### config.mk
export PLATFORM = sky130hd
export DESIGN_NAME = execute_stage
export DESIGN_NICKNAME = d
export VERILOG_FILES = /design/src/rtl/exe_pkg.sv /design/src/rtl/execute_stage_mul_seq.sv /design/src/rtl/execute_stage.sv
export SDC_FILE = /design/constraint.sdc
export NUM_CORES = 1
export LEC_CHECK = 0
export CORE_UTILIZATION = 40
export DETAILED_ROUTE_END_ITERATION = 10
export PLACE_DENSITY = 0.62
export SKIP_LAST_GASP = 1
export SYNTH_ARGS = -nofsm -noshare
export SYNTH_HDL_FRONTEND = slang
export SYNTH_SLANG_ARGS = --single-unit
### constraint.sdc
create_clock -name clk -period 14.8 [get_ports clk]
set_input_delay 2.96 -clock clk [delete_from_list [all_inputs] [get_ports clk]]
set_output_delay 2.96 -clock clk [all_outputs]
set_load 0.01 [all_outputs]
### src/rtl/exe_pkg.sv
// exe_pkg: shared constants for the execute stage.
//   DW / RW_W     : default datapath and register-address widths
//   OP_*          : 5-bit opcode encodings
//   ST_*          : multiply FSM state encoding
package exe_pkg;

  localparam int DW   = 8;
  localparam int RW_W = 5;

  localparam logic [4:0] OP_ADD = 5'b00000;
  localparam logic [4:0] OP_SUB = 5'b00001;
  localparam logic [4:0] OP_AND = 5'b00010;
  localparam logic [4:0] OP_OR  = 5'b00011;
  localparam logic [4:0] OP_XOR = 5'b00100;
  localparam logic [4:0] OP_NOT = 5'b00101;
  localparam logic [4:0] OP_SLL = 5'b00110;
  localparam logic [4:0] OP_SRL = 5'b00111;
  localparam logic [4:0] OP_MOV = 5'b01000;
  localparam logic [4:0] OP_LD  = 5'b01001;
  localparam logic [4:0] OP_ST  = 5'b01010;
  localparam logic [4:0] OP_MUL = 5'b01011;
  localparam logic [4:0] OP_NOP = 5'b11111;

  localparam logic [0:0] ST_IDLE     = 1'b0;
  localparam logic [0:0] ST_MUL_BUSY = 1'b1;

endpackage

### src/rtl/execute_stage_mul_seq.sv
// mul_seq: sequential shift-add multiplier, one partial product per cycle.
//   clk, reset : clock, synchronous active-high reset (aborts a multiply)
//   start      : load operands a, b and begin
//   count      : index of the iteration performed in the current cycle
//   done       : high in the cycle performing the last iteration
//   product    : full-width product; valid while done is high
module mul_seq #(
  parameter int DW = 8
) (
  input  logic                   clk,
  input  logic                   reset,
  input  logic                   start,
  input  logic [DW-1:0]          a,
  input  logic [DW-1:0]          b,
  output logic [$clog2(DW)-1:0]  count,
  output logic                   done,
  output logic [2*DW-1:0]        product
);

  localparam int CW = $clog2(DW);

  logic              busy_q;
  logic [CW-1:0]     cnt_q;
  logic [2*DW-1:0]   mcand_q;
  logic [DW-1:0]     mplier_q;
  logic [2*DW-1:0]   acc_q;
  logic [2*DW-1:0]   acc_next;

  // The last partial product is folded in combinationally so the result
  // is available in the same cycle that done is asserted.
  assign acc_next = mplier_q[0] ? (acc_q + mcand_q) : acc_q;
  assign done     = busy_q && (cnt_q == CW'(DW - 1));
  assign product  = acc_next;
  assign count    = cnt_q;

  always_ff @(posedge clk) begin
    if (reset) begin
      busy_q <= 1'b0;
      cnt_q  <= '0;
    end else if (start) begin
      busy_q <= 1'b1;
      cnt_q  <= '0;
    end else if (busy_q) begin
      if (done) begin
        busy_q <= 1'b0;
        cnt_q  <= '0;
      end else begin
        cnt_q  <= cnt_q + 1'b1;
      end
    end
  end

  always_ff @(posedge clk) begin
    if (start) begin
      mcand_q  <= {{DW{1'b0}}, a};
      mplier_q <= b;
      acc_q    <= '0;
    end else if (busy_q) begin
      mcand_q  <= mcand_q << 1;
      mplier_q <= mplier_q >> 1;
      acc_q    <= acc_next;
    end
  end

endmodule

### src/rtl/execute_stage.sv
// execute_stage: ALU stage with EX/MEM forwarding, load-use stall and a
// multi-cycle sequential multiply.
//   clk, reset                     : clock, synchronous active-high reset
//   valid_dec, op_dec              : instruction slot and opcode from decode
//   A_dec, B_dec, imm_dec          : operands and immediate
//   RA_dec, RB_dec, RW_dec         : source / destination register numbers
//   imm_sel_dec                    : immediate replaces operand B in the ALU
//   mux_ans_dm, RW_dm              : memory-stage result for forwarding
//   ans_ex, B_Bypass, RW_ex        : registered result, store data, dest
//   mem_en_ex/mem_rw_ex/mem_mux_sel_ex : registered memory controls
//   flag_z, flag_c                 : registered zero / carry-borrow
//   stall_ex                       : combinational; decode holds while high
module execute_stage #(
  parameter int DW   = 8,
  parameter int RW_W = 5
) (
  input  logic            clk,
  input  logic            reset,
  input  logic            valid_dec,
  input  logic [4:0]      op_dec,
  input  logic [DW-1:0]   A_dec,
  input  logic [DW-1:0]   B_dec,
  input  logic [DW-1:0]   imm_dec,
  input  logic [RW_W-1:0] RA_dec,
  input  logic [RW_W-1:0] RB_dec,
  input  logic [RW_W-1:0] RW_dec,
  input  logic            imm_sel_dec,
  input  logic [DW-1:0]   mux_ans_dm,
  input  logic [RW_W-1:0] RW_dm,
  output logic [DW-1:0]   ans_ex,
  output logic [DW-1:0]   B_Bypass,
  output logic [RW_W-1:0] RW_ex,
  output logic            mem_en_ex,
  output logic            mem_rw_ex,
  output logic            mem_mux_sel_ex,
  output logic            flag_z,
  output logic            flag_c,
  output logic            stall_ex
);

  import exe_pkg::*;

  localparam int CW = $clog2(DW);

  logic [0:0]       state_q;
  logic [CW-1:0]    mul_count;
  logic             mul_done;
  logic [2*DW-1:0]  mul_product;
  logic             mul_start;

  logic [DW-1:0]    fwd_a;
  logic [DW-1:0]    fwd_b;
  logic [DW-1:0]    alu_b;
  logic             load_use;
  logic             is_mul;
  logic             accept;

  logic             alu_ok;
  logic [DW-1:0]    alu_res;
  logic             alu_c;
  logic             alu_upd_flags;
  logic             alu_mem_en;
  logic             alu_mem_rw;
  logic             alu_mem_sel;
  logic [RW_W-1:0]  alu_rw;

  // A loaded value in EX is not yet available, so EX forwarding is skipped
  // for loads; that case is covered by the load-use stall instead.
  always_comb begin
    fwd_a = A_dec;
    if (RA_dec == RW_ex && RW_ex != '0 && !mem_mux_sel_ex) fwd_a = ans_ex;
    else if (RA_dec == RW_dm && RW_dm != '0)               fwd_a = mux_ans_dm;

    fwd_b = B_dec;
    if (RB_dec == RW_ex && RW_ex != '0 && !mem_mux_sel_ex) fwd_b = ans_ex;
    else if (RB_dec == RW_dm && RW_dm != '0)               fwd_b = mux_ans_dm;
  end

  assign alu_b    = imm_sel_dec ? imm_dec : fwd_b;
  assign load_use = valid_dec && mem_mux_sel_ex && (RW_ex != '0) &&
                    ((RA_dec == RW_ex) || (!imm_sel_dec && (RB_dec == RW_ex)));
  assign is_mul   = valid_dec && (op_dec == OP_MUL);

  // Load-use is resolved before a multiply may start.
  assign mul_start = !reset && (state_q == ST_IDLE) && is_mul && !load_use;
  assign accept    = (state_q == ST_IDLE) && valid_dec && !load_use && !is_mul;

  // Stall drops in the final multiply iteration so decode advances exactly
  // at the edge that writes the product.
  always_comb begin
    stall_ex = 1'b0;
    if (!reset) begin
      if (state_q == ST_IDLE) stall_ex = load_use || is_mul;
      else                    stall_ex = (mul_count != CW'(DW - 1));
    end
  end

  always_comb begin
    alu_ok        = 1'b1;
    alu_res       = '0;
    alu_c         = 1'b0;
    alu_upd_flags = 1'b1;
    alu_mem_en    = 1'b0;
    alu_mem_rw    = 1'b0;
    alu_mem_sel   = 1'b0;
    alu_rw        = RW_dec;
    case (op_dec)
      OP_ADD: {alu_c, alu_res} = {1'b0, fwd_a} + {1'b0, alu_b};
      // Bit DW of the widened difference is the borrow.
      OP_SUB: {alu_c, alu_res} = {1'b0, fwd_a} - {1'b0, alu_b};
      OP_AND: alu_res = fwd_a & alu_b;
      OP_OR:  alu_res = fwd_a | alu_b;
      OP_XOR: alu_res = fwd_a ^ alu_b;
      OP_NOT: alu_res = ~fwd_a;
      OP_SLL: alu_res = fwd_a << alu_b[2:0];
      OP_SRL: alu_res = fwd_a >> alu_b[2:0];
      OP_MOV: alu_res = alu_b;
      OP_LD: begin
        alu_res       = fwd_a + imm_dec;
        alu_upd_flags = 1'b0;
        alu_mem_en    = 1'b1;
        alu_mem_sel   = 1'b1;
      end
      OP_ST: begin
        alu_res       = fwd_a + imm_dec;
        alu_upd_flags = 1'b0;
        alu_mem_en    = 1'b1;
        alu_mem_rw    = 1'b1;
        alu_rw        = '0;
      end
      default: alu_ok = 1'b0;
    endcase
  end

  mul_seq #(.DW(DW)) u_mul (
    .clk     (clk),
    .reset   (reset),
    .start   (mul_start),
    .a       (fwd_a),
    .b       (fwd_b),
    .count   (mul_count),
    .done    (mul_done),
    .product (mul_product)
  );

  // ---- decode -> execute register boundary ----
  always_ff @(posedge clk) begin
    if (reset) begin
      state_q        <= ST_IDLE;
      ans_ex         <= '0;
      B_Bypass       <= '0;
      RW_ex          <= '0;
      mem_en_ex      <= 1'b0;
      mem_rw_ex      <= 1'b0;
      mem_mux_sel_ex <= 1'b0;
      flag_z         <= 1'b0;
      flag_c         <= 1'b0;
    end else begin
      // Bubble by default; flags hold.
      ans_ex         <= '0;
      B_Bypass       <= '0;
      RW_ex          <= '0;
      mem_en_ex      <= 1'b0;
      mem_rw_ex      <= 1'b0;
      mem_mux_sel_ex <= 1'b0;
      if (state_q == ST_MUL_BUSY) begin
        if (mul_done) begin
          state_q <= ST_IDLE;
          ans_ex  <= mul_product[DW-1:0];
          RW_ex   <= RW_dec;
          flag_z  <= (mul_product[DW-1:0] == '0);
          flag_c  <= |mul_product[2*DW-1:DW];
        end
      end else if (mul_start) begin
        state_q <= ST_MUL_BUSY;
      end else if (accept && alu_ok) begin
        ans_ex         <= alu_res;
        B_Bypass       <= fwd_b;
        RW_ex          <= alu_rw;
        mem_en_ex      <= alu_mem_en;
        mem_rw_ex      <= alu_mem_rw;
        mem_mux_sel_ex <= alu_mem_sel;
        if (alu_upd_flags) begin
          flag_z <= (alu_res == '0);
          flag_c <= alu_c;
        end
      end
    end
  end

endmodule

==> results.md, run 1 <==
* Status: completed
* Critical-path maximum fanout at 8
* Met2 Usage GRT at 0.416
* Reg-to-Reg Start: RW_ex[0]
* DR pass1 iterations at 5
* Area growth syn-to-layout at 21.0%
* WHS at 0.484 ns
* Crit path capture type: output pin
* Initial DRC count at 652
* Critical Path Most Common Cell: clkdlybuf4s50_1
* Max IR drop VDD at 0.0000658 V
* H-tree depth at 3
* Site row count at 45
* Gate power share at 0.445
* CP Class: in2out
* Internal power at 0.510 mW
* Hold path start: u_mul.acc_q[14]
* Post-DP Area at 7380 µm²
* Hold Path Stages at 2
* Sw Share at 0.384
* Ant diodes at 0
* Clk Latency, worst-skew pair at 0.33 ns
* Fin Setup TNS at 0 ns
* Slowest library cell on the worst path: clkdlybuf4s50_1
* Clock-pin transition on the worst setup and hold timing paths at 0.06 ns
* Mapped Avg Cell Area at 7.86 µm²
* Post-Route WL at 20.7 mm
* Worst path max stage delay at 0.59 ns
* Worst hold path class: reg2reg
* Synth async-reset ratio at 0
* Grt peak-use layer: met2
* Dpl hpwl at 16.0 mm
* Final Non-Filler Cells at 1092
* Top cells by count, synth: 77 x nor2_1, 74 x nand2_1, 55 x dfxtp_1
* Postcts setup bufs at 0
* Vias at 6479
* Worst reg2reg path endpoint: flag_z
* Final setup fails at 0
* Synth top area cells: dfxtp_1 17%, ha_1 10%, edfxtp_1 7.6%, nor2_1 4.6%, nand2_1 4.4%
* Share of cells above drive strength 1 at 0.0568
* Initial antenna violation count at 0
* Crit-path cells: clkdlybuf4s50_1 -> xnor2_1 -> nand4_1 -> o22ai_1 -> a21oi_1 -> a221oi_1 -> clkdlybuf4s50_1
* Core Footprint at 15300 µm²
* Dominant synthesized flop cell: dfxtp_1
* Fin crit share at 0.566
* Inst Count DP at 1076
* Maximum clock frequency at 119 MHz
* Post-CTS Resized at 0
* CTS Buf Count at 9
* Starting Density at 0.414
* DR WL/cell at 18.9 µm
* Mapped cell area at 6340 µm²
* Final GP Congestion at 0.944
* Register Area at 1580 µm²
* Final instance area at 7670 µm²
* Post-synth top area cell: dfxtp_1
* Area share of the largest cell type after synthesis at 0.174
* Die Ht at 128 µm
* Number of max-cap violations at 0
* GR Layer Usage met1 at 0.343
* I/O Buffers at 87
* Crit path launch type: primary input
* Pre-CTS WS at 6.45 ns
* Post-synth cell types at 75
* Fillers at 1538
* R2R setup slack at 9.34 ns
* Most common cell in the synthesized netlist: nor2_1
* RSZ-0062 raised after global routing: no
* Die Width at 128 µm
* Register area share after synthesis at 0.249
* Number of buffers inserted by hold repair at cts at 0
* Pwr dens at 108 nW/µm²
* Vias in the first global route at 6083
* Setup Skew at 0.00728 ns
* Clock period minus worst slack at 8.37 ns
* DRC errors left at 0
* Vias per Instance at 5.93
* Final #Nets at 992
* Die ar. at 16400 µm²
* Total grt overflow at 0
* Reg2reg path depth at 18
* Ys Warns at 0
* CTS sink cnt at 71
* Final Max Tran Viols at 0
* Hold Path End: u_mul.acc_q[14]
* Clock Power Share at 0.249
* Leakage at 2.97 nW
* Routed Antenna Nets at 0
* Worst-margin pin slew at 1.23 ns
* TritonCTS clock tree: done
* Worst Slack Setup Final at 6.43 ns
* CTS root buf: clkbuf_16
* Routing usage on met3 at 0.0434
* Power share of the sequential group at 0.305
* Max transition margin at 0.179
* Final hold vios at 0
* Largest net degree at the start of global routing at 36
* Worst path arrival time at 5.41 ns
* Synth Register Bits at 71
* Global-route wire length before repair at 32.5 mm
* Syn_nets at 923
* Post-synth EDFFs at 16
* Area occupied by multi-input gates at 4460 µm²
* Aggregate global-route resource usage at 0.257
* Clock Tree Buf Depth at 2
* I/O Pins at 88
* Net Switching at 0.318 mW
* Required @ worst endpoint at 11.84 ns
* Post-Syn Instances at 807
[state kept, by name, summed over array words and instances, names as in the netlist]
name	count
B_Bypass	8
RW_ex	5
ans_ex	8
flag_c	1
flag_z	1
mem_en_ex	1
mem_mux_sel_ex	1
mem_rw_ex	1
state_q	1
u_mul.acc_q	16
u_mul.busy_q	1
u_mul.count	3
u_mul.mcand_q	16
u_mul.mplier_q	8
[through the flow]
step / power [mW] / util
finish: 0.828 / 0.501
detailed placement: 0.620 / 0.482
global route: 0.887 / 0.501
global placement: 0.618 / 0.482
floorplan: 0.524 / -
CTS: 0.830 / 0.501
[worst max-delay path by stage]
stage                   start  endpoint  slack (ns)  cells after the start
floorplan            RW_dm[2]    flag_z        7.74                     21
global placement    RB_dec[3]    flag_z        6.47                     20
detailed placement  RB_dec[3]    flag_z        6.45                     20
CTS                 RA_dec[3]  stall_ex        6.46                      7
global route        RB_dec[4]    flag_z        6.24                     20
finish              RA_dec[3]  stall_ex        6.43                      7
[metal layers]
metal  up-vias  wire [µm]
met1      2996       9290
met3        34       1610
met5         -          0
li1       3116          -
met2       333       9300
met4         0        476
[layout make-up]
type / count / area share
multi-input cells: 660 / 0.581
flip-flops and latches: 71 / 0.206
inverters: 39 / 0.0194
well taps: 211 / 0.0344
repair buffers: 95 / 0.121
clock buffers: 12 / 0.0336
clock inverters: 4 / 0.00391
[cells in the final DEF (no fill, tap or decap), types with 8 or more instances in the layout]
| cell type | n |
|---|---|
| a211oi_1 | 16 |
| a21o_1 | 9 |
| a21oi_1 | 49 |
| a31oi_1 | 12 |
| and2_1 | 10 |
| and3_1 | 13 |
| buf_4 | 8 |
| clkbuf_16 | 10 |
| clkdlybuf4s50_1 | 87 |
| dfxtp_1 | 55 |
| edfxtp_1 | 16 |
| ha_1 | 51 |
| inv_1 | 35 |
| mux2i_1 | 24 |
| nand2_1 | 74 |
| nand2b_1 | 8 |
| nand3_1 | 31 |
| nand4_1 | 11 |
| nor2_1 | 77 |
| nor2b_1 | 11 |
| nor3_1 | 30 |
| nor4_1 | 8 |
| o21ai_0 | 48 |
| o22ai_1 | 10 |
| o31ai_1 | 10 |
| or3_1 | 8 |
| xnor2_1 | 27 |
| xor2_1 | 17 |
[worst max-delay path: cells and delay by family]
family,cells,cell delay [ns]
compound gates,3,0.82
xor+xnor,1,0.21
buf+inv,2,1.05
simple gates,1,0.36
[cells by family after synthesis]
family,Yosys count,share of synthesized area
AND/OR/NAND/NOR,302,0.233
buffers and inverters,76,0.0474
XOR/XNOR,44,0.0608
adder cells (fa/ha/maj),55,0.113
flip-flops,71,0.249
multiplexers,30,0.0521
AO/OA/AOI/OAI,229,0.244
[power groups by stage]
stage	combinational, mW	clock (mW)	sequential [mW]
after floorplan	0.277	0	0.247
after global placement	0.362	0	0.256
after detailed placement	0.363	0	0.257
after CTS	0.366	0.211	0.253
after global routing	0.412	0.218	0.257
final	0.369	0.207	0.253
No activity file was read; power rests on OpenSTA's default activity.
==> inputs of run 2 (changes only) <==
--- a/config.mk
+++ b/config.mk
@@ -7,7 +7,7 @@
 export LEC_CHECK = 0
 export CORE_UTILIZATION = 40
 export DETAILED_ROUTE_END_ITERATION = 10
-export PLACE_DENSITY = 0.62
+export PLACE_DENSITY = 0.65
 export SKIP_LAST_GASP = 1
 export SYNTH_ARGS = -nofsm -noshare
 export SYNTH_HDL_FRONTEND = slang
==> constraint.sdc (replaced) <==
create_clock -name clk -period 7.44 [get_ports clk]
set_input_delay 1.488 -clock clk [delete_from_list [all_inputs] [get_ports clk]]
set_output_delay 1.488 -clock clk [all_outputs]
set_load 0.01 [all_outputs]
==> run 2 against run 1 <==
Compared with the run above:
- largest cell class unchanged
- sequential share of layout area is 0.070 points lower
- setup slack worse by 5.5 ns
- via count is 0.59% higher
- first-iteration DRC count is 15% lower
- critical path type is now in2reg
- count of clock-buffer cells in the layout is 3 lower
- cell count is 0.37% higher
- global-route usage is 1.1 points higher
- largest power group unchanged
==> results.md, run 2 (same netlist as run 1, synthesis figures left out) <==
* Number of buffers inserted by hold repair at cts at 0
* Crit path capture type: register
* Overall Power at 1.65 mW
* RSZ-0062 raised after global routing: no
* Final #Nets at 996
* I/O Pins at 88
* Dpl hpwl at 16.8 mm
* Routed Antenna Nets at 0
* Post-CTS Resized at 0
* Ant diodes at 0
* Global-route wire length before repair at 33.7 mm
* WHS at 0.479 ns
* Final Max Tran Viols at 0
* I/O Buffers at 87
* Regs by FF count: u_mul.acc_q (16), u_mul.mcand_q (16)
* Worst path arrival time at 6.80 ns
* Die Ht at 128 µm
* Reg-to-Reg Start: RW_ex[1]
* Number of max-cap violations at 0
* Fin crit share at 0.881
* Pre-CTS WS at 0.692 ns
* Die ar. at 16400 µm²
* DRC errors left at 0
* Clock Tree Buf Depth at 2
* DR WL/cell at 19.6 µm
* Starting Density at 0.414
* Final setup fails at 0
* Initial antenna violation count at 0
* Final hold vios at 0
* H-tree depth at 3
* Die Width at 128 µm
* Commonest non-fill, non-tap cell in the layout: clkdlybuf4s50_1
* Crit path launch type: primary input
* CP Class: in2reg
* Clock period minus worst slack at 6.56 ns
* Pwr dens at 214 nW/µm²
* Clk Latency, worst-skew pair at 0.34 ns
* Clock-pin transition on the worst setup and hold timing paths at 0.06 ns
* Total grt overflow at 0
* Maximum clock frequency at 152 MHz
* Aggregate global-route resource usage at 0.268
* CTS sink cnt at 71
* Share of cells above drive strength 1 at 0.0633
* Worst-margin pin slew at 1.09 ns
* Hold path start: u_mul.acc_q[11]
* Post-Route WL at 21.5 mm
* Leakage at 2.99 nW
* Postcts setup bufs at 0
* Initial DRC count at 556
* TritonCTS clock tree: done
* Max transition margin at 0.264
* DR pass1 iterations at 5
* Required @ worst endpoint at 7.69 ns
* Critical-path maximum fanout at 9
* Vias in the first global route at 6176
* Max IR drop VDD at 0.000119 V
* Largest net degree at the start of global routing at 39
* Worst Slack Setup Final at 0.882 ns
* Final GP Congestion at 0.975
* CTS Buf Count at 9
* Vias at 6517
* Area growth syn-to-layout at 21.4%
* Site row count at 45
* Core Footprint at 15300 µm²
* Most frequent cells in the layout: 87 x clkdlybuf4s50_1, 77 x nor2_1, 74 x nand2_1
* Setup Skew at 0.00863 ns
* Vias per Instance at 5.95
* Worst hold path class: reg2reg
* Fin Setup TNS at 0 ns
* CTS root buf: clkbuf_16
* Critical path launch point: RW_dm[2]
* Status: completed
==> run 2: worst paths after layout <==
kind | slack [ns] | depth (start not counted) | endpoint
worst max-delay path | 0.88 | 20 | flag_z
worst min-delay path | 0.48 | 2 | u_mul.acc_q[11]
worst max register to register | 2.18 | 19 | flag_z
worst min register to register | 0.48 | 2 | u_mul.acc_q[11]
==> run 2: through the flow <==
step / util / instance area (µm²) / std cells
finish: 0.503 / 7700 / 1096
global route: 0.503 / 7700 / 1096
CTS: 0.503 / 7700 / 1096
detailed placement: 0.484 / 7410 / 1080
global placement: 0.484 / 7410 / 1080
floorplan: - / 6340 / 807
==> run 2: layout make-up <==
class / instances / area (µm²)
inverter: 39 / 149
fill: 1549 / 7620
multi-input combinational: 660 / 4460
clock inverter: 7 / 58.8
clock buffer: 9 / 225
timing repair buffer: 99 / 961
sequential: 71 / 1580
tap: 211 / 264
==> run 2: critical path: stages <==
cell and delay (ns):
clkdlybuf4s50_1 0.47, or4_4 0.59, nor2_1 0.38, nor3_1 0.18
mux2i_1 0.16, a21oi_1 0.68, inv_1 0.25, ha_1 0.29
fa_1 0.40, nand2b_1 0.17, a21oi_1 0.20, nor3_1 0.06
o21ai_0 0.20, o221ai_1 0.17, a211oi_1 0.20, o221a_2 0.22
and3_1 0.19, nor3b_2 0.16, nand3_1 0.11, a311oi_2 0.25
==> run 2: routing by layer <==
metal  part of all wire  vias up  GRT usage
met5                  0        -          0
met4              0.028        0     0.0900
met3              0.068       52     0.0526
met2               0.46      289      0.437
met1               0.44     3047      0.354
li1                   -     3129          -
==> run 2: power breakdown <==
| group | switching [mW] | internal (mW) | total (mW) | leakage, nW |
|---|---|---|---|---|
| Clock | 0.186 | 0.233 | 0.419 | 0.144 |
| Combinational | 0.412 | 0.320 | 0.732 | 2.25 |
| Sequential | 0.0516 | 0.449 | 0.501 | 0.596 |
| Total | 0.649 | 1.00 | 1.65 | 2.99 |
==> inputs of run 3 (changes only) <==
--- a/config.mk
+++ b/config.mk
@@ -7,8 +7,10 @@
 export LEC_CHECK = 0
 export CORE_UTILIZATION = 40
 export DETAILED_ROUTE_END_ITERATION = 10
-export PLACE_DENSITY = 0.65
+export PLACE_DENSITY = 0.64
 export SKIP_LAST_GASP = 1
+export SLEW_MARGIN = 20
 export SYNTH_ARGS = -nofsm -noshare
 export SYNTH_HDL_FRONTEND = slang
+export SYNTH_HIERARCHICAL = 1
 export SYNTH_SLANG_ARGS = --single-unit
==> run 3 against run 2 <==
Compared with the run above:
- first-iteration DRC count is 13% lower
- area after synthesis is 5.5% higher
- routed wire length is 1.8% lower
- utilization is 0.13 points lower
- clock skew is 0.0014 ns lower
- cell count is 0.64% lower
- register-to-register slack worse by 0.28 ns
- critical path depth is 3 lower
- combinational power is 6.7% lower
- worst hold slack hardly changed
- die area is 5.4% higher
- synthesized cell count is 1.5% lower
==> results.md, run 3 <==
* Mapped Avg Cell Area at 8.41 µm²
* Max IR drop VDD at 0.000160 V
* RSZ-0062 raised after global routing: no
* Fillers at 1556
* Vias per Instance at 5.99
* Area share of the largest cell type after synthesis at 0.165
* Post-Route WL at 21.1 mm
* Dominant synthesized flop cell: dfxtp_1
* Syn_nets at 911
* Total grt overflow at 0
* Ys Warns at 6
* Worst path max stage delay at 0.84 ns
* Final hold vios at 0
* Max transition margin at 0.256
* Die ar. at 17200 µm²
* Final setup fails at 0
* TritonCTS clock tree: done
* Global-route wire length before repair at 33.1 mm
* Top cells by count, synth: 78 x nor2_1, 55 x dfxtp_1, 51 x ha_1
* Postcts setup bufs at 0
* Post-CTS Resized at 0
* Synth async-reset ratio at 0
* Post-synth cell types at 87
* H-tree depth at 3
* Most frequent cells in the layout: 87 x clkdlybuf4s50_1, 77 x nor2_1, 55 x dfxtp_1
* Commonest non-fill, non-tap cell in the layout: clkdlybuf4s50_1
* Final Util at 0.501
* DRC errors left at 0
* Starting Density at 0.415
* Core Footprint at 16100 µm²
* Synth Register Bits at 71
* Initial DRC count at 486
* Number of buffers inserted by hold repair at cts at 0
* Clk Latency, worst-skew pair at 0.33 ns
* Worst path arrival time at 6.99 ns
* Grt peak-use layer: met2
* Post-DP Area at 7730 µm²
* DR pass1 iterations at 5
* Fin crit share at 0.908
* Post-synth top area cell: dfxtp_1
* Maximum clock frequency at 148 MHz
* Routing usage on met3 at 0.0571
* Die Ht at 131 µm
* Ant diodes at 0
* Worst path bufs/invs at 3
* Required @ worst endpoint at 7.67 ns
* Final instance area at 8080 µm²
* CTS root buf: clkbuf_16
* Post-Syn Instances at 795
* Clock Tree Buf Depth at 2
* Status: completed
* Crit path capture type: register
* Aggregate global-route resource usage at 0.241
* I/O Pins at 88
* Routed Antenna Nets at 0
* Post-synth EDFFs at 16
* Critical-path maximum fanout at 8
* Final Max Tran Viols at 0
* CTS Buf Count at 9
* Regs by FF count: u_mul/acc_q (16), u_mul/mcand_q (16)
* Die Width at 131 µm
* Share of cells above drive strength 1 at 0.104
* Vias in the first global route at 6159
* Synth top area cells: dfxtp_1 16%, ha_1 9.5%, edfxtp_1 7.2%, mux2_2 5.1%, nor2_1 4.4%
* Most common cell in the synthesized netlist: nor2_1
* Met2 Usage GRT at 0.394
* Dpl hpwl at 16.5 mm
* Worst-margin pin slew at 1.11 ns
* Final GP Congestion at 0.949
* Register area share after synthesis at 0.236
* Clock period minus worst slack at 6.76 ns
* Slowest library cell on the worst path: a31oi_1
* GR Layer Usage met1 at 0.300
* R2R setup slack at 1.90 ns
* Number of max-cap violations at 0
* Setup Skew at 0.00719 ns
* Top delay family on crit path: compound AO/OA/AOI/OAI gates
* Fin Setup TNS at 0 ns
* Vias at 6522
* Crit path launch type: primary input
* DR WL/cell at 19.4 µm
* Mapped cell area at 6690 µm²
* CP Class: in2reg
* Leakage at 3.09 nW
* Area growth syn-to-layout at 20.8%
* CTS sink cnt at 71
* Crit-path cells: clkdlybuf4s50_1 -> or4_4 -> o211ai_2 -> o21ai_0 -> a31oi_1 -> inv_1 -> fa_1 -> inv_1 -> a21o_1 -> a21oi_1 -> a22oi_1 -> o221ai_1 -> a211oi_1 -> o221ai_1 -> a221o_1 -> or4_1 -> o41ai_2
* Largest net degree at the start of global routing at 48
* Worst hold path class: reg2reg
* Final #Nets at 984
* Initial antenna violation count at 0
* Site row count at 46
* I/O Buffers at 87
* Clock-pin transition on the worst setup and hold timing paths at 0.06 ns
* Pwr dens at 205 nW/µm²
==> run 3: changes by cell type in the layout (fill, tap and decap cells not counted), moves of 8 or more <==
cell      change
nand2_1      -29
a21o_1        +8
mux2_2       +26
o211ai_1      +9
o31ai_1       -9
a21oi_1      -14
==> run 3: per-stage QoR <==
| stage | power, mW | hold slack, ns | setup WS [ns] | std cells |
|---|---|---|---|---|
| 6_report | 1.65 | 0.480 | 0.683 | 1089 |
| 5_1_grt | 1.75 | 0.508 | 0.486 | 1089 |
| 4_1_cts | 1.65 | 0.480 | 0.813 | 1089 |
| 3_5_place_dp | 1.15 | 0.471 | 0.470 | 1073 |
| 3_3_place_gp | 1.14 | 0.472 | 0.582 | 1073 |
| 2_1_floorplan | 0.974 | 0.451 | 1.52 | 795 |
==> run 3: tightest hold or removal path, cell delays in order, from the launching register on <==
cell     delay (ns)
dfxtp_1        0.32
nand2_1        0.06
a21oi_1        0.05
==> run 3: path summary, 6_finish.rpt <==
check / from / depth (start not counted) / end
worst min register to register: u_mul/acc_q[9] / 2 / u_mul/acc_q[9]
worst max-delay path: RW_dm[3] / 17 / flag_z
worst max register to register: RW_ex[1] / 16 / flag_z
worst min-delay path: u_mul/acc_q[9] / 2 / u_mul/acc_q[9]
==> run 3: cell type report <==
class / instances / area [µm²] / share of cell area
multi-input combinational: 657 / 4810 / 0.596
sequential: 71 / 1580 / 0.196
timing repair buffer: 96 / 938 / 0.116
tap: 216 / 270 / 0.0335
clock buffer: 9 / 225 / 0.0279
inverter: 33 / 129 / 0.0160
clock inverter: 7 / 121 / 0.0150
==> run 3: per-layer routing <==
metal / wire (µm) / vias to the layer above
met3: 1490 / 54
met1: 9310 / 3041
met5: 0 / -
met2: 9350 / 278
li1: - / 3149
met4: 922 / 0
==> run 3: kinds of logic (layout without fill, tap and decap cells) <==
group	Yosys count	after routing	synth area share
adder cells (fa/ha/maj)	55	55	0.107
buffers and inverters	67	145	0.0460
XOR/XNOR	39	39	0.0511
multiplexers	58	58	0.0963
AO/OA/AOI/OAI	231	231	0.255
AND/OR/NAND/NOR	274	274	0.208
flip-flops	71	71	0.236
==> run 3: power by group <==
group | internal, mW | switching [mW] | total, mW
clock | 0.329 | 0.170 | 0.499
combinational | 0.301 | 0.382 | 0.683
sequential | 0.433 | 0.0374 | 0.471
total | 1.06 | 0.590 | 1.65
==> RTL edit: new RTL, flow settings as in run 2 <==
Make the reset (`reset`) asynchronous in 2 clocked blocks. Comments in the files are not updated.
--- a/src/rtl/execute_stage_mul_seq.sv
+++ b/src/rtl/execute_stage_mul_seq.sv
@@ -33,7 +33,7 @@
   assign product  = acc_next;
   assign count    = cnt_q;
 
-  always_ff @(posedge clk) begin
+  always_ff @(posedge clk or posedge reset) begin
     if (reset) begin
       busy_q <= 1'b0;
       cnt_q  <= '0;
--- a/src/rtl/execute_stage.sv
+++ b/src/rtl/execute_stage.sv
@@ -144,7 +144,7 @@
   );
 
   // ---- decode -> execute register boundary ----
-  always_ff @(posedge clk) begin
+  always_ff @(posedge clk or posedge reset) begin
     if (reset) begin
       state_q        <= ST_IDLE;
       ans_ex         <= '0;
Check against the original RTL: differs if reset is asserted again (counterexample within 4 cycles, from zero or initial values and one cycle with reset high); with reset held inactive, the same outputs for 4 cycles.
==> RTL edit against run 2 <==
Fmax is 5.0% higher; synthesized cell count fell by 8.3%; routed wire length fell by 9.2%; clock skew is essentially flat; first-iteration DRC count shrank 23%; setup slack improved by 310 ps; critical path depth did not move; cell area up 0.88%; count of clock-buffer cells in the layout unchanged; total power grew 22%; area after synthesis grew 0.85%; sequential cell count stayed put; largest cell class unchanged.
==> RTL edit: results (changes against run 2) <==
Met3 Use GR = 5.07% (-0.19 points)
Sw power = 0.793 mW (+22%)
Seq/total area = 22.4% (+1.8 points)
Routed len/inst = 18.9 µm (-3.3%)
Total GRT Usage = 24.0% (-2.9 points)
Met1 WL = 8390 µm (-11%)
WP data arrival = 6500 ps (-300 ps)
1st-iter DRT viols = 430 (-23%)
Buffering overhead = 11.9% (-0.59 points)
Synth cell count leaders = nor2_1, a21oi_1, ha_1
Yosys cell types = 81 (+8.0%)
Area contributors post-synth = dfrtp_1, ha_1, dfxtp_1
Met3 wire length = 1550 µm (+5.8%)
Met2 wire length = 8960 µm (-10%)
Worst hold start = u_mul.acc_q[13]$_SDFFE_PP0P_
Bufs w/o clock = 94 (-5.1%)
Crit Reg-Reg Endpoint = flag_z$_DFFE_PP0P_
Reg-to-Reg Start = RW_ex[2]$_DFF_PP0_
Async set-reset flop share out of synthesis = 43.7% (+44 points)
Syn nets = 856 (-7.3%)
DR vias = 5865 (-10%)
Pleak = 3.17 nW (+5.7%)
Status = finished, final reports clean
Final nets = 929 (-6.7%)
Maximum vdd ir drop = 138 µV (+16%)
Placed cell areas = 7440 µm² (+0.32%)
Clk_skew = 8.29 ps (-0.343 ps)
Largest net degree at the start of global routing = 49 (+26%)
Vias in the first global route = 5631 (-8.8%)
Final RePlAce weighted congestion = 0.956 (-1.9%)
Least-Margin Pin Slew = 1310 ps (+217 ps)
Post-synthesis sequential area ratio = 27.2% (+2.2 points)
[RTL edit: metrics by stage]
step                setup WS, ps  cells  utilization, %
global route                 806   1029            50.3
finish                      1190   1029            50.3
CTS                         1250   1029            50.3
floorplan                   2210    740               -
global placement            1000   1013            48.2
detailed placement           874   1013            48.2
[RTL edit: how the worst max path moves through the flow]
stage                   start            endpoint  slack, ps  cells past startpoint
finish               RW_dm[2]  flag_z$_DFFE_PP0P_       1190                     20
global route        RB_dec[4]  flag_z$_DFFE_PP0P_        810                     20
CTS                  RW_dm[2]  flag_z$_DFFE_PP0P_       1250                     20
detailed placement   RW_dm[2]  flag_z$_DFFE_PP0P_        870                     20
global placement     RW_dm[2]  flag_z$_DFFE_PP0P_       1000                     20
floorplan            RW_dm[2]  flag_z$_DFFE_PP0P_       2210                     19
[RTL edit: power groups by stage]
stage | combinational [mW] | sequential [mW] | clock (mW)
floorplan | 0.726 | 0.569 | 0
global placement | 0.940 | 0.592 | 0
detailed placement | 0.948 | 0.593 | 0
CTS | 0.955 | 0.588 | 0.480
global route | 1.07 | 0.602 | 0.495
finish | 0.956 | 0.588 | 0.475
[RTL edit: worst max-delay path, delay by kind of cell]
family / cells / cell delay [ps]
and+or+nand+nor: 5 / 1080
AOI/OAI and AO/OA: 10 / 2310
adders and majority gates: 2 / 720
xor gates and xnor gates: 1 / 140
buffers and inverters: 2 / 780
[RTL edit: cell families after synthesis]
| group | synth area share, % |
|---|---|
| adder cells (fa/ha/maj) | 11.2 |
| AND/OR/NAND/NOR | 18.8 |
| buffers and inverters | 4.64 |
| flip-flops | 27.2 |
| AO/OA/AOI/OAI | 21.7 |
| multiplexers | 11.1 |
| XOR/XNOR | 5.34 |
